--- config.mk ---
export PLATFORM = sky130hd
export DESIGN_NAME = mod_state_loader_ctrl
export DESIGN_NICKNAME = d
export VERILOG_FILES = /design/src/rtl/aes_loader_pkg.sv /design/src/rtl/mod_ldr_col.sv /design/src/rtl/mod_state_loader_ctrl.sv
export SDC_FILE = /design/constraint.sdc
export NUM_CORES = 1
export LEC_CHECK = 0
export CORE_MARGIN = 3
export CORE_UTILIZATION = 43
export DETAILED_ROUTE_END_ITERATION = 10
export PLACE_DENSITY = 0.75
export SLEW_MARGIN = 10
export SYNTH_ARGS = -nofsm -noshare
export SYNTH_HDL_FRONTEND = slang
export SYNTH_SLANG_ARGS = --single-unit
--- constraint.sdc ---
create_clock -name clk -period 1.4 [get_ports clk]
set_input_delay 0.35 -clock clk [delete_from_list [all_inputs] [get_ports clk]]
set_output_delay 0.35 -clock clk [all_outputs]
set_load 0.01 [all_outputs]
--- src/rtl/aes_loader_pkg.sv ---
// Shared types and geometry for the AES state loader.
// Column-major state layout: state[col][row] holds byte index col*NB + row.
package aes_loader_pkg;

   localparam int NB     = 4;
   localparam int NC     = 4;
   localparam int NBYTES = NB * NC;
   localparam int CNT_W  = $clog2(NBYTES);
   localparam int ROW_W  = $clog2(NB);
   localparam int COL_W  = $clog2(NC);

   typedef logic [7:0] byte_t;
   typedef byte_t [NB-1:0] col_t;
   typedef byte_t [NC-1:0][NB-1:0] state_t;

   typedef enum logic [1:0] {
      IDLE,
      FILL,
      FULL
   } ldr_fsm_t;

   // One-hot column strobe for a column index.
   function automatic logic [NC-1:0] col_onehot(input logic [COL_W-1:0] col);
      logic [NC-1:0] oh;
      oh      = '0;
      oh[col] = 1'b1;
      return oh;
   endfunction

endpackage

--- src/rtl/mod_ldr_col.sv ---
// One NB-byte column register of the state loader.
// Priority: reset, clear, whole-column load, single-byte write.
module mod_ldr_col
   import aes_loader_pkg::*;
(
   input  logic             clk,
   input  logic             resetn,
   input  logic             clear,
   input  logic             wr_en,
   input  logic [ROW_W-1:0] row,
   input  logic [7:0]       din,
   input  logic             load,
   input  col_t             load_data,
   output col_t             col
);

   // Column storage: byte write at the row index, or full-column copy.
   always_ff @(posedge clk) begin
      if (!resetn) begin
         col <= '0;
      end else if (clear) begin
         col <= '0;
      end else if (load) begin
         col <= load_data;
      end else if (wr_en) begin
         col[row] <= din;
      end
   end

endmodule

--- src/rtl/mod_state_loader_ctrl.sv ---
// Byte-serial to 128-bit state loader for the AES-256 core.
// Bytes arrive over a valid/ready handshake and are steered column-major
// into out_state; the finished block is offered over a second handshake.
// Optional macro LOADER_DBLBUF_EN adds a fill bank in front of out_state so
// a new block can be assembled while the previous one waits for its consumer.
//
// state | meaning
// IDLE  | no bytes of the current block held, byte_cnt = 0
// FILL  | partial block held, accepting bytes
// FULL  | complete block waiting; no bytes accepted
//       |   (default: block is in out_state; dblbuf: block is in the bank)
module mod_state_loader_ctrl
   import aes_loader_pkg::*;
(
   input  logic             clk,
   input  logic             resetn,
   input  logic             flush,
   input  logic             in_valid,
   output logic             in_ready,
   input  logic [7:0]       in_byte,
   output logic [NC-1:0]    col_wr_en,
   output logic [CNT_W-1:0] byte_cnt,
   output logic             out_valid,
   input  logic             out_ready,
   output state_t           out_state
);

   ldr_fsm_t         state;
   logic             wr;
   logic             last;
   logic [ROW_W-1:0] wr_row;
   logic [COL_W-1:0] wr_col;

   assign in_ready = (state != FULL);
   // Flush discards a byte offered in the same cycle.
   assign wr       = in_valid & in_ready & ~flush;
   assign last     = (byte_cnt == CNT_W'(NBYTES - 1));
   assign wr_row   = byte_cnt[ROW_W-1:0];
   assign wr_col   = byte_cnt[CNT_W-1:ROW_W];

   // Column strobe decoded from the slot index for the byte accepted now.
   always_comb begin
      col_wr_en = '0;
      if (wr) begin
         col_wr_en = col_onehot(wr_col);
      end
   end

`ifdef LOADER_DBLBUF_EN
   state_t bank;
   state_t load_blk;
   logic   xfer;

   // Bank contents including the byte being written this cycle, so the
   // completing edge can copy the whole block in one step.
   always_comb begin
      load_blk = bank;
      if (wr) begin
         load_blk[wr_col][wr_row] = in_byte;
      end
   end

   assign xfer = ~flush & ((wr & last & (~out_valid | out_ready)) |
                           ((state == FULL) & out_ready));

   for (genvar c = 0; c < NC; c++) begin : g_col
      mod_ldr_col u_bank (
         .clk       (clk),
         .resetn    (resetn),
         .clear     (flush),
         .wr_en     (col_wr_en[c]),
         .row       (wr_row),
         .din       (in_byte),
         .load      (1'b0),
         .load_data ('0),
         .col       (bank[c])
      );
      mod_ldr_col u_out (
         .clk       (clk),
         .resetn    (resetn),
         .clear     (1'b0),
         .wr_en     (1'b0),
         .row       (wr_row),
         .din       (in_byte),
         .load      (xfer),
         .load_data (load_blk[c]),
         .col       (out_state[c])
      );
   end
`else
   for (genvar c = 0; c < NC; c++) begin : g_col
      mod_ldr_col u_out (
         .clk       (clk),
         .resetn    (resetn),
         .clear     (1'b0),
         .wr_en     (col_wr_en[c]),
         .row       (wr_row),
         .din       (in_byte),
         .load      (1'b0),
         .load_data ('0),
         .col       (out_state[c])
      );
   end
`endif

   // Loader FSM with slot counter and registered out_valid.
   always_ff @(posedge clk) begin
      if (!resetn) begin
         state     <= IDLE;
         byte_cnt  <= '0;
         out_valid <= 1'b0;
      end else if (flush) begin
         state     <= IDLE;
         byte_cnt  <= '0;
         out_valid <= 1'b0;
      end else begin
`ifdef LOADER_DBLBUF_EN
         // Plain hand-off with no replacement block behind it.
         if (out_valid && out_ready && !xfer) begin
            out_valid <= 1'b0;
         end
`endif
         case (state)
            IDLE, FILL: begin
               if (wr) begin
                  if (last) begin
                     byte_cnt <= '0;
`ifdef LOADER_DBLBUF_EN
                     if (xfer) begin
                        state     <= IDLE;
                        out_valid <= 1'b1;
                     end else begin
                        state <= FULL;
                     end
`else
                     state     <= FULL;
                     out_valid <= 1'b1;
`endif
                  end else begin
                     byte_cnt <= byte_cnt + 1'b1;
                     state    <= FILL;
                  end
               end
            end
            FULL: begin
               if (out_ready) begin
                  state <= IDLE;
`ifdef LOADER_DBLBUF_EN
                  // Consumer took the old block; the waiting bank replaces it.
                  out_valid <= 1'b1;
`else
                  out_valid <= 1'b0;
`endif
               end
            end
            default: begin
               state <= IDLE;
            end
         endcase
      end
   end

endmodule
# Word level (Yosys, flattened, before mapping)

Index checks and enable logic that the tools add are counted.

Flip-flop bits (word level): 135
Input bits: 13

Add/sub/neg operators: 1
$lt $le $gt $ge: 4
Equality and inequality tests: 7
Mux-type cells: 18
Bitwise gates (word level): 4
Reductions and logical operators: 9

Operators by type and width:

| kind                                                                         | number |
|---|---|
| 32-bit bitwise mux                                                           | 4 |
| 8-bit demux with 2-bit select                                                | 1 |
| 4-bit two-way mux                                                            | 2 |
| 8-bit two-way mux                                                            | 1 |
| 2-bit != test, second input constant                                         | 4 |
| 2-bit by 3-bit less-than comparator with 1-bit output, second input constant | 2 |
| 2-bit two-way mux                                                            | 3 |
| 4-bit by 1-bit adder with 4-bit output, second input constant                | 1 |
| 4-bit equality test, second input constant                                   | 1 |
| 2-bit by 1-bit >= comparator with 1-bit output, second input constant        | 2 |
| 1-bit two-way mux                                                            | 4 |
| 2-bit case mux with 2 select lines                                           | 1 |
| 2-bit AND reduction                                                          | 2 |
| 4-bit AND reduction                                                          | 1 |
| 2-bit OR reduction                                                           | 2 |
| 1-bit AND                                                                    | 2 |
| 1-bit demux with 2-bit select                                                | 1 |
| 2-bit by 1-bit equality test with 1-bit output, second input constant        | 1 |
| 2-bit equality test, second input constant                                   | 1 |
| 1-bit logical AND                                                            | 2 |
| 2-bit zero test                                                              | 1 |
| 1-bit NOT                                                                    | 2 |
| 1-bit case mux with 2 select lines                                           | 1 |
| 2-bit nonzero test                                                           | 1 |

# Logic depth before layout (Yosys ltp)

Gate-level depths: netlist of the first run.

Word-level depth: 5
Depth in mapped cells: 6

# Hierarchy

Synthesis of the first run repeated with hierarchy kept, for this count alone.

Cells, all modules: 651
Area, all modules: 6,254.7 um2

By module, submodules not included:

| module                | times used | cells each | area an instance (um2) | sequential area each (um2) |
|---|---|---|---|---|
| mod_ldr_col           | 4          | 152        | 1,473.9                | 640.6 |
| mod_state_loader_ctrl | 1          | 43         | 359.1                  | 140.1 |

# Worst setup path after synthesis of the first run

No wires, ideal clock.

Path type: reg-to-reg
Start point: register byte_cnt[0]
End point: register g_col[3].u_out.col[24] (netlist bit)
Library setup time: 0.072 ns
Arrival: 1.508 ns
Path slack: -0.180 ns
Stages on the path, launching flop included: 5
Clock period less this slack: 1.580 ns
Cell sequence: dfxtp_1 > ha_1 > nand3_1 > nor3_4 > mux2i_1

Word-level cells in the longest chain between the ends: 5
Elaborated cells on any way between the ends: 6

Ends and longest elaborated chain:

| what                                                                                                                                                 | RTL line                     | RTL |
|---|---|---|
| start, declared                                                                                                                                      | mod_state_loader_ctrl.sv:22  | `output logic [CNT_W-1:0] byte_cnt,` |
| start signal, assigned                                                                                                                               | mod_state_loader_ctrl.sv:140 | `byte_cnt <= byte_cnt + 1'b1;` |
| 2-bit by 3-bit less-than comparator with 1-bit output (not written as such) / 2-bit by 1-bit >= comparator with 1-bit output (equally long branches) | mod_ldr_col.sv:26            | `col[row] <= din;` |
| 1-bit logical AND (not written as such)                                                                                                              | mod_ldr_col.sv:26            |  |
| 8-bit two-way mux (not written as such)                                                                                                              | mod_ldr_col.sv:26            |  |
| 8-bit demux with 2-bit select *                                                                                                                      | -                            |  |
| 32-bit bitwise mux *                                                                                                                                 | mod_ldr_col.sv:26            |  |
| end signal, assigned                                                                                                                                 | mod_ldr_col.sv:24            | `col <= load_data;` |
| end signal, assigned by index                                                                                                                        | mod_ldr_col.sv:26            |  |
| end, declared                                                                                                                                        | mod_ldr_col.sv:14            | `output col_t col` |

Every way passes the cells marked *; elsewhere a longest branch is shown, timed or not.
A chain may end at the register's enable or synchronous reset.

# Worst setup path in the final report of the first run

Start point: register state[1]
End point: output port col_wr_en[1]

Word-level cells in the longest chain between the ends: 4

Ends and longest elaborated chain:

| what                    | RTL line                     | RTL |
|---|---|---|
| start, declared         | mod_state_loader_ctrl.sv:28  | `ldr_fsm_t state;` |
| start signal, assigned  | mod_state_loader_ctrl.sv:109 | `state <= IDLE;` |
| start signal, assigned  | mod_state_loader_ctrl.sv:113 | `state <= IDLE;` |
| start signal, assigned  | mod_state_loader_ctrl.sv:136 | `state <= FULL;` |
| 2-bit != test           | mod_state_loader_ctrl.sv:34  | `assign in_ready = (state != FULL);` |
| 1-bit AND (2 in series) | mod_state_loader_ctrl.sv:36  | `assign wr = in_valid & in_ready & ~flush;` |
| 4-bit two-way mux       | mod_state_loader_ctrl.sv:44  | `if (wr) begin` |
| end, declared           | mod_state_loader_ctrl.sv:21  | `output logic [NC-1:0] col_wr_en,` |

Every way passes these cells.

==> results.tsv, run 1 <==
metric	value	unit
CP peak stage delay	320	ps
fin area	7930	um2
Routed WL per cell	18.8	um
Pre-Repair DR Iteration Count	4	
Syn Inst Count	502	
most common cell in the synthesized netlist	nand2_1	
HP Class	register to register	
sequential share of the synthesized area	51.2	%
Die W	117	um
critical path fanouts, max	3	
RSZ-0062 raised after global routing	yes	
final net count	695	
Comb pwr share	4.8	%
Core ar.	11700	um2
Clk pwr share	49.3	%
Final ANT Viol Nets	0	
CP startpoint kind	register	
first-pass GRT wire length	24700	um
I/O pin total	151	
Routed WL	15700	um
DP HPWL	10600	um
GP Congestion	0.781	
Synth area leaders	dfxtp_1 51%, mux2i_1 25%, nand2_1 10%, nor4b_2 2.3%, buf_4 1.7%	
diode count	0	
met3 usage	7.30	%
clock skew	7.86	ps
Max-cap violations	0	
P&R area growth vs syn	50.1	%
gr usage total	23.8	%
Yosys top cell area share	51.2	%
mapped cell area	5280	um2
vias in the first global route	4457	
Min Clock Period, post-route	1600	ps
grt total ovfl	0	
fmax	626	MHz
P_sw	2070	uW
die area	13600	um2
Sw Ratio	24.5	%
crit path DAT	1250	ps
met1 Use GR	28.0	%
outcome	finished with violations	
Setup WS post-layout	-198	ps
total number of vias	4252	
number of buffers created by CTS	17	
WHS	454	ps
H-Tree Depth	4	
worst-skew pair later-pin latency	420	ps
Worst EP required	1050	ps
nature of the critical path endpoint	output pin	
Final Hold Vio Count	0	
Post-synth EDFFs	0	
pwr dens	1070	nW/um2
worst rel slew slack	79.5	%
layout cell share with drive strength beyond 1	25.5	%
dominant synthesized flop cell	dfxtp_1	
FP Rows	39	
Yosys top cell by area	dfxtp_1	
Slowest-stage cell, CP	dfxtp_2	
CTS tree	yes	
Port-buffer cells	150	
pins over their slew limit	0	
setup violators final	70	
fin crit share	114	%
synth cell count leaders	143 x nand2_1, 135 x dfxtp_1, 130 x mux2i_1	
clock root buffer	clkbuf_16	
power share of the sequential group	45.8	%
worst-case clock buffer depth	2	
Cell Area, Placed	7280	um2
CTS sink cnt	135	
Worst VDD drop	0.000754	V
failing checks	negative setup slack	
critical path class	register to output pin	
slew of the pin with the lowest slew margin	307	ps
Synth Area per Inst	10.5	um2
largest net degree at the start of global routing	74	
Yosys reg bits	135	
CP cell instances	nor2b_4, buf_6, nor3_2, buf_2	
clock-pin slew on the worst setup and hold paths	60	ps
yosys warns	0	
drc violations	0	
P_int	6380	uW
Initial Util	45.1	%
antenna violations before repair	0	
vias per cell	5.10	
library cells used by synthesis	29	
Async SR Flop Fraction	0	%
Synthesized Nets	519	
busiest layer in global routing	met2	
leak pwr	0.00322	uW
Die H	117	um
Global Route met2 Usage	41.8	%
Starting DRT DRC Count	180	
[power groups by stage]
stage                     combinational, uW  sequential, uW  clock (uW)
final                                   408            3870        4170
after global routing                    434            3870        4400
after CTS                               405            3870        4190
after detailed placement                399            3960           0
after global placement                  392            3960           0
after floorplan                         180            3970           0
[flip-flops by register name, summed over array words and instances (netlist names)]
register,count
out_valid,1
byte_cnt,4
state,2
g_col.u_out.col,128
[stage by stage]
stage / cells / power (uW) / setup WS [ps] / setup TNS (ps) / util (%)
global placement: 793 / 4350 / -723 / -67580 / 62.2
detailed placement: 793 / 4360 / -762 / -72650 / 62.2
finish: 834 / 8450 / -198 / -2780 / 67.7
global route: 834 / 8710 / -240 / -8800 / 67.7
CTS: 834 / 8470 / -211 / -3100 / 68.2
floorplan: 502 / 4150 / -4.87 / -60.6 / -
[cell usage in the layout (no fill, tap or decap), types with 9 or more instances in the layout]
master | synthesis | routed
buf_4 | 12 | 14
dlygate4sd2_1 | 0 | 15
buf_6 | 2 | 19
nand2_1 | 143 | 142
clkbuf_2 | 0 | 39
clkdlybuf4s15_1 | 0 | 74
mux2i_1 | 130 | 127
buf_12 | 0 | 16
clkdlybuf4s50_1 | 0 | 9
clkbuf_16 | 0 | 17
dfxtp_1 | 135 | 130
[what timing repair did]
| action | CTS | global route |
|---|---|---|
| resized for setup | 259 | 122 |
| endpoints found under the setup margin | 240 | 229 |
| hold buffers | 0 | 0 |
| pin swaps | 10 | 3 |
| buffers inserted | 8 | 0 |
| gates cloned | 1 | 0 |
| hold endpoints to repair | 0 | 0 |
[layer usage]
layer  share of wire (%)  vias to the layer above
met5                   0                        -
met4                 2.0                        0
met3                 5.9                       26
met2                  52                      100
met1                  40                     2099
li1                    -                     2027
[logic make-up (layout without fill, tap and decap cells)]
group	Yosys count	in the layout	synth area share [%]
buffers and inverters	45	234	4.45
flip-flops	135	135	51.2
adder cells (fa/ha/maj)	4	4	0.948
multiplexers	130	130	24.6
AND/OR/NAND/NOR	180	180	17.8
XOR/XNOR	2	2	0.332
AO/OA/AOI/OAI	6	6	0.616
[critical path, delay by kind of cell, from the launching register on]
kind | cells | cell delay (ps)
flip-flops | 1 | 320
buffers and inverters | 2 | 290
AND/OR/NAND/NOR | 2 | 230
[path summary, 6_finish.rpt]
check | from | to | slack, ps | cells past startpoint
max | state[1] | col_wr_en[1] | -200 | 4
min | g_col[3].u_out.col[1] | g_col[3].u_out.col[1] | 450 | 2
max reg2reg | state[1] | g_col[2].u_out.col[29] | -90 | 6
min reg2reg | g_col[3].u_out.col[1] | g_col[3].u_out.col[1] | 450 | 2
[cell type report]
cell class	instances	area, um2
clock inverters	14	115
clock buffers	18	439
well taps	143	179
flip-flops and latches	135	2720
repair buffers	198	1900
fillers	908	3780
multi-input cells	322	2550
inverters	4	22.5
(Power assumes the default switching activity.)
==> run 2, diff against run 1 <==
--- a/config.mk
+++ b/config.mk
@@ -6,9 +6,10 @@
 export NUM_CORES = 1
 export LEC_CHECK = 0
 export CORE_MARGIN = 3
-export CORE_UTILIZATION = 43
+export CORE_UTILIZATION = 44
+export CTS_BUF_LIST = sky130_fd_sc_hd__clkbuf_4 sky130_fd_sc_hd__clkbuf_8
 export DETAILED_ROUTE_END_ITERATION = 10
-export PLACE_DENSITY = 0.75
+export PLACE_DENSITY = 0.77
 export SLEW_MARGIN = 10
 export SYNTH_ARGS = -nofsm -noshare
 export SYNTH_HDL_FRONTEND = slang
==> run 2 against run 1 <==
Net effect: the flow still finishes with violations (negative setup slack); critical endpoint is now col_wr_en[0]; clock skew grew 6.5 ps; largest cell class unchanged; flip-flop and latch count is the same; largest power group is now sequential cells; via count grew 3.1%; first-iteration DRC count grew 16%.
==> results.tsv, run 2 (synthesis gave the netlist of run 1 again) <==
metric	value	unit
outcome	finished with violations	
failing checks	negative setup slack	
Biggest register	g_col.u_out.col	
Worst VDD drop	0.00106	V
most common library cell in the layout ignoring fill and taps	nand2_1	
Seq. cell area	2770	um2
Max-cap violations	0	
Final ANT Viol Nets	0	
Core ar.	11600	um2
antenna violations before repair	0	
area of the multi-input gates	2570	um2
critical path fanouts, max	3	
CP peak stage delay	330	ps
worst-case clock buffer depth	2	
Cell Area, Placed	7330	um2
fillers	909	
Crit. Startpoint	state[1]	
placed cells	797	
Routed WL	16100	um
crit path DAT	1280	ps
RSZ-0062 raised after global routing	yes	
die area	13400	um2
pins over their slew limit	0	
clock root buffer	clkbuf_8	
Pre-Repair DR Iteration Count	4	
P&R area growth vs syn	44.6	%
final net count	709	
worst-skew pair later-pin latency	440	ps
first-pass GRT wire length	24900	um
setup violators final	96	
Final Hold Vio Count	0	
Port-buffer cells	150	
Routed WL per cell	19.0	um
pwr dens	1010	nW/um2
vias per cell	5.17	
Worst EP required	1050	ps
layout cell share with drive strength beyond 1	45.5	%
fin crit share	116	%
Slowest-stage cell, CP	dfxtp_2	
Top Registers	g_col.u_out.col x128, byte_cnt x4, state x2	
total number of vias	4383	
CP startpoint kind	register	
gr usage total	24.4	%
r2r startpoint	state[1]	
slew of the pin with the lowest slew margin	355	ps
Setup WS post-layout	-228	ps
CTS sink cnt	135	
worst rel slew slack	76.3	%
Die H	116	um
Die W	116	um
H-Tree Depth	4	
Largest register FFs	128	
non-filler cells in the finished layout	848	
grt total ovfl	0	
fin area	7640	um2
drc violations	0	
hold path start	resetn	
diode count	0	
Min Clock Period, post-route	1630	ps
number of buffers created by CTS	17	
Layout Utilization	66.0	%
vias in the first global route	4598	
critical path class	register to output pin	
clock-pin slew on the worst setup and hold paths	90	ps
largest net degree at the start of global routing	36	
I/O pin total	151	
Starting DRT DRC Count	208	
Initial Util	45.7	%
HP Class	primary input to register	
register-to-register setup slack	-190	ps
fmax	614	MHz
clock skew	14.4	ps
CTS tree	yes	
Total Power	7690	uW
WHS	381	ps
nature of the critical path endpoint	output pin	
DP HPWL	10500	um
leak pwr	0.00325	uW
FP Rows	39	
CP cell instances	nor2b_4, inv_4, nand2_4, nor3_2, buf_2	
GP Congestion	0.806	
most frequent cells in the layout	142 x nand2_1, 129 x mux2i_1, 89 x dfxtp_1	
## run 2: changes by cell type in the layout (fill, tap and decap cells not counted), moves of 13 or more
cell,before,now
buf_2,8,44
buf_4,14,27
clkbuf_16,17,0
clkbuf_2,39,78
clkbuf_8,1,19
clkdlybuf4s15_1,74,0
dfxtp_1,130,89
dfxtp_2,1,42
dlygate4sd2_1,15,2
## run 2: worst max-delay path: cells and delay by family, from the launching register on
| family | cells | cell delay [ps] |
|---|---|---|
| DFF | 1 | 330 |
| and+or+nand+nor | 3 | 290 |
| buffers and inverters | 2 | 220 |
## run 2: report_power, final
part	leakage, uW	switching [uW]	total [uW]	internal (uW)
combinational	0.00193	254	441	187
sequential	0.00111	13.0	3860	3850
clock	0.000209	1650	3380	1730
total	0.00325	1920	7690	5770
## run 2: layer usage
layer	vias to the layer above	wire [um]	global-route usage, %
li1	2064	-	-
met1	2159	6440	28.8
met2	136	8300	41.5
met3	24	1050	8.36
met4	0	302	8.37
met5	-	0	0
## run 2: through the flow
step / worst slack (ps) / TNS, ps
global placement: -737 / -71410
finish: -228 / -10600
CTS: -230 / -11870
global route: -302 / -16980
floorplan: -4.87 / -60.6
detailed placement: -792 / -76910
## run 2: cell type report
| class | instances | area share [%] |
|---|---|---|
| sequential | 135 | 36.3 |
| multi-input combinational | 322 | 33.7 |
| timing repair buffer | 212 | 21.9 |
| clock buffer | 19 | 3.42 |
| tap | 143 | 2.34 |
| clock inverter | 13 | 2.05 |
| inverter | 4 | 0.295 |
## run 2: final timing paths
path / to / depth (start not counted)
worst min-delay path: g_col[2].u_out.col[19] / 4
worst max-delay path: col_wr_en[0] / 5
worst max register to register: g_col[2].u_out.col[1] / 6
worst min register to register: g_col[1].u_out.col[28] / 2
## run 2: what timing repair did
item                                    4_1_cts  5_1_grt
gates cloned                                  1        0
endpoints found under the setup margin      240      268
hold buffers                                  0        0
pin swaps                                    18        7
resized for setup                           393      174
buffers inserted                             14        5
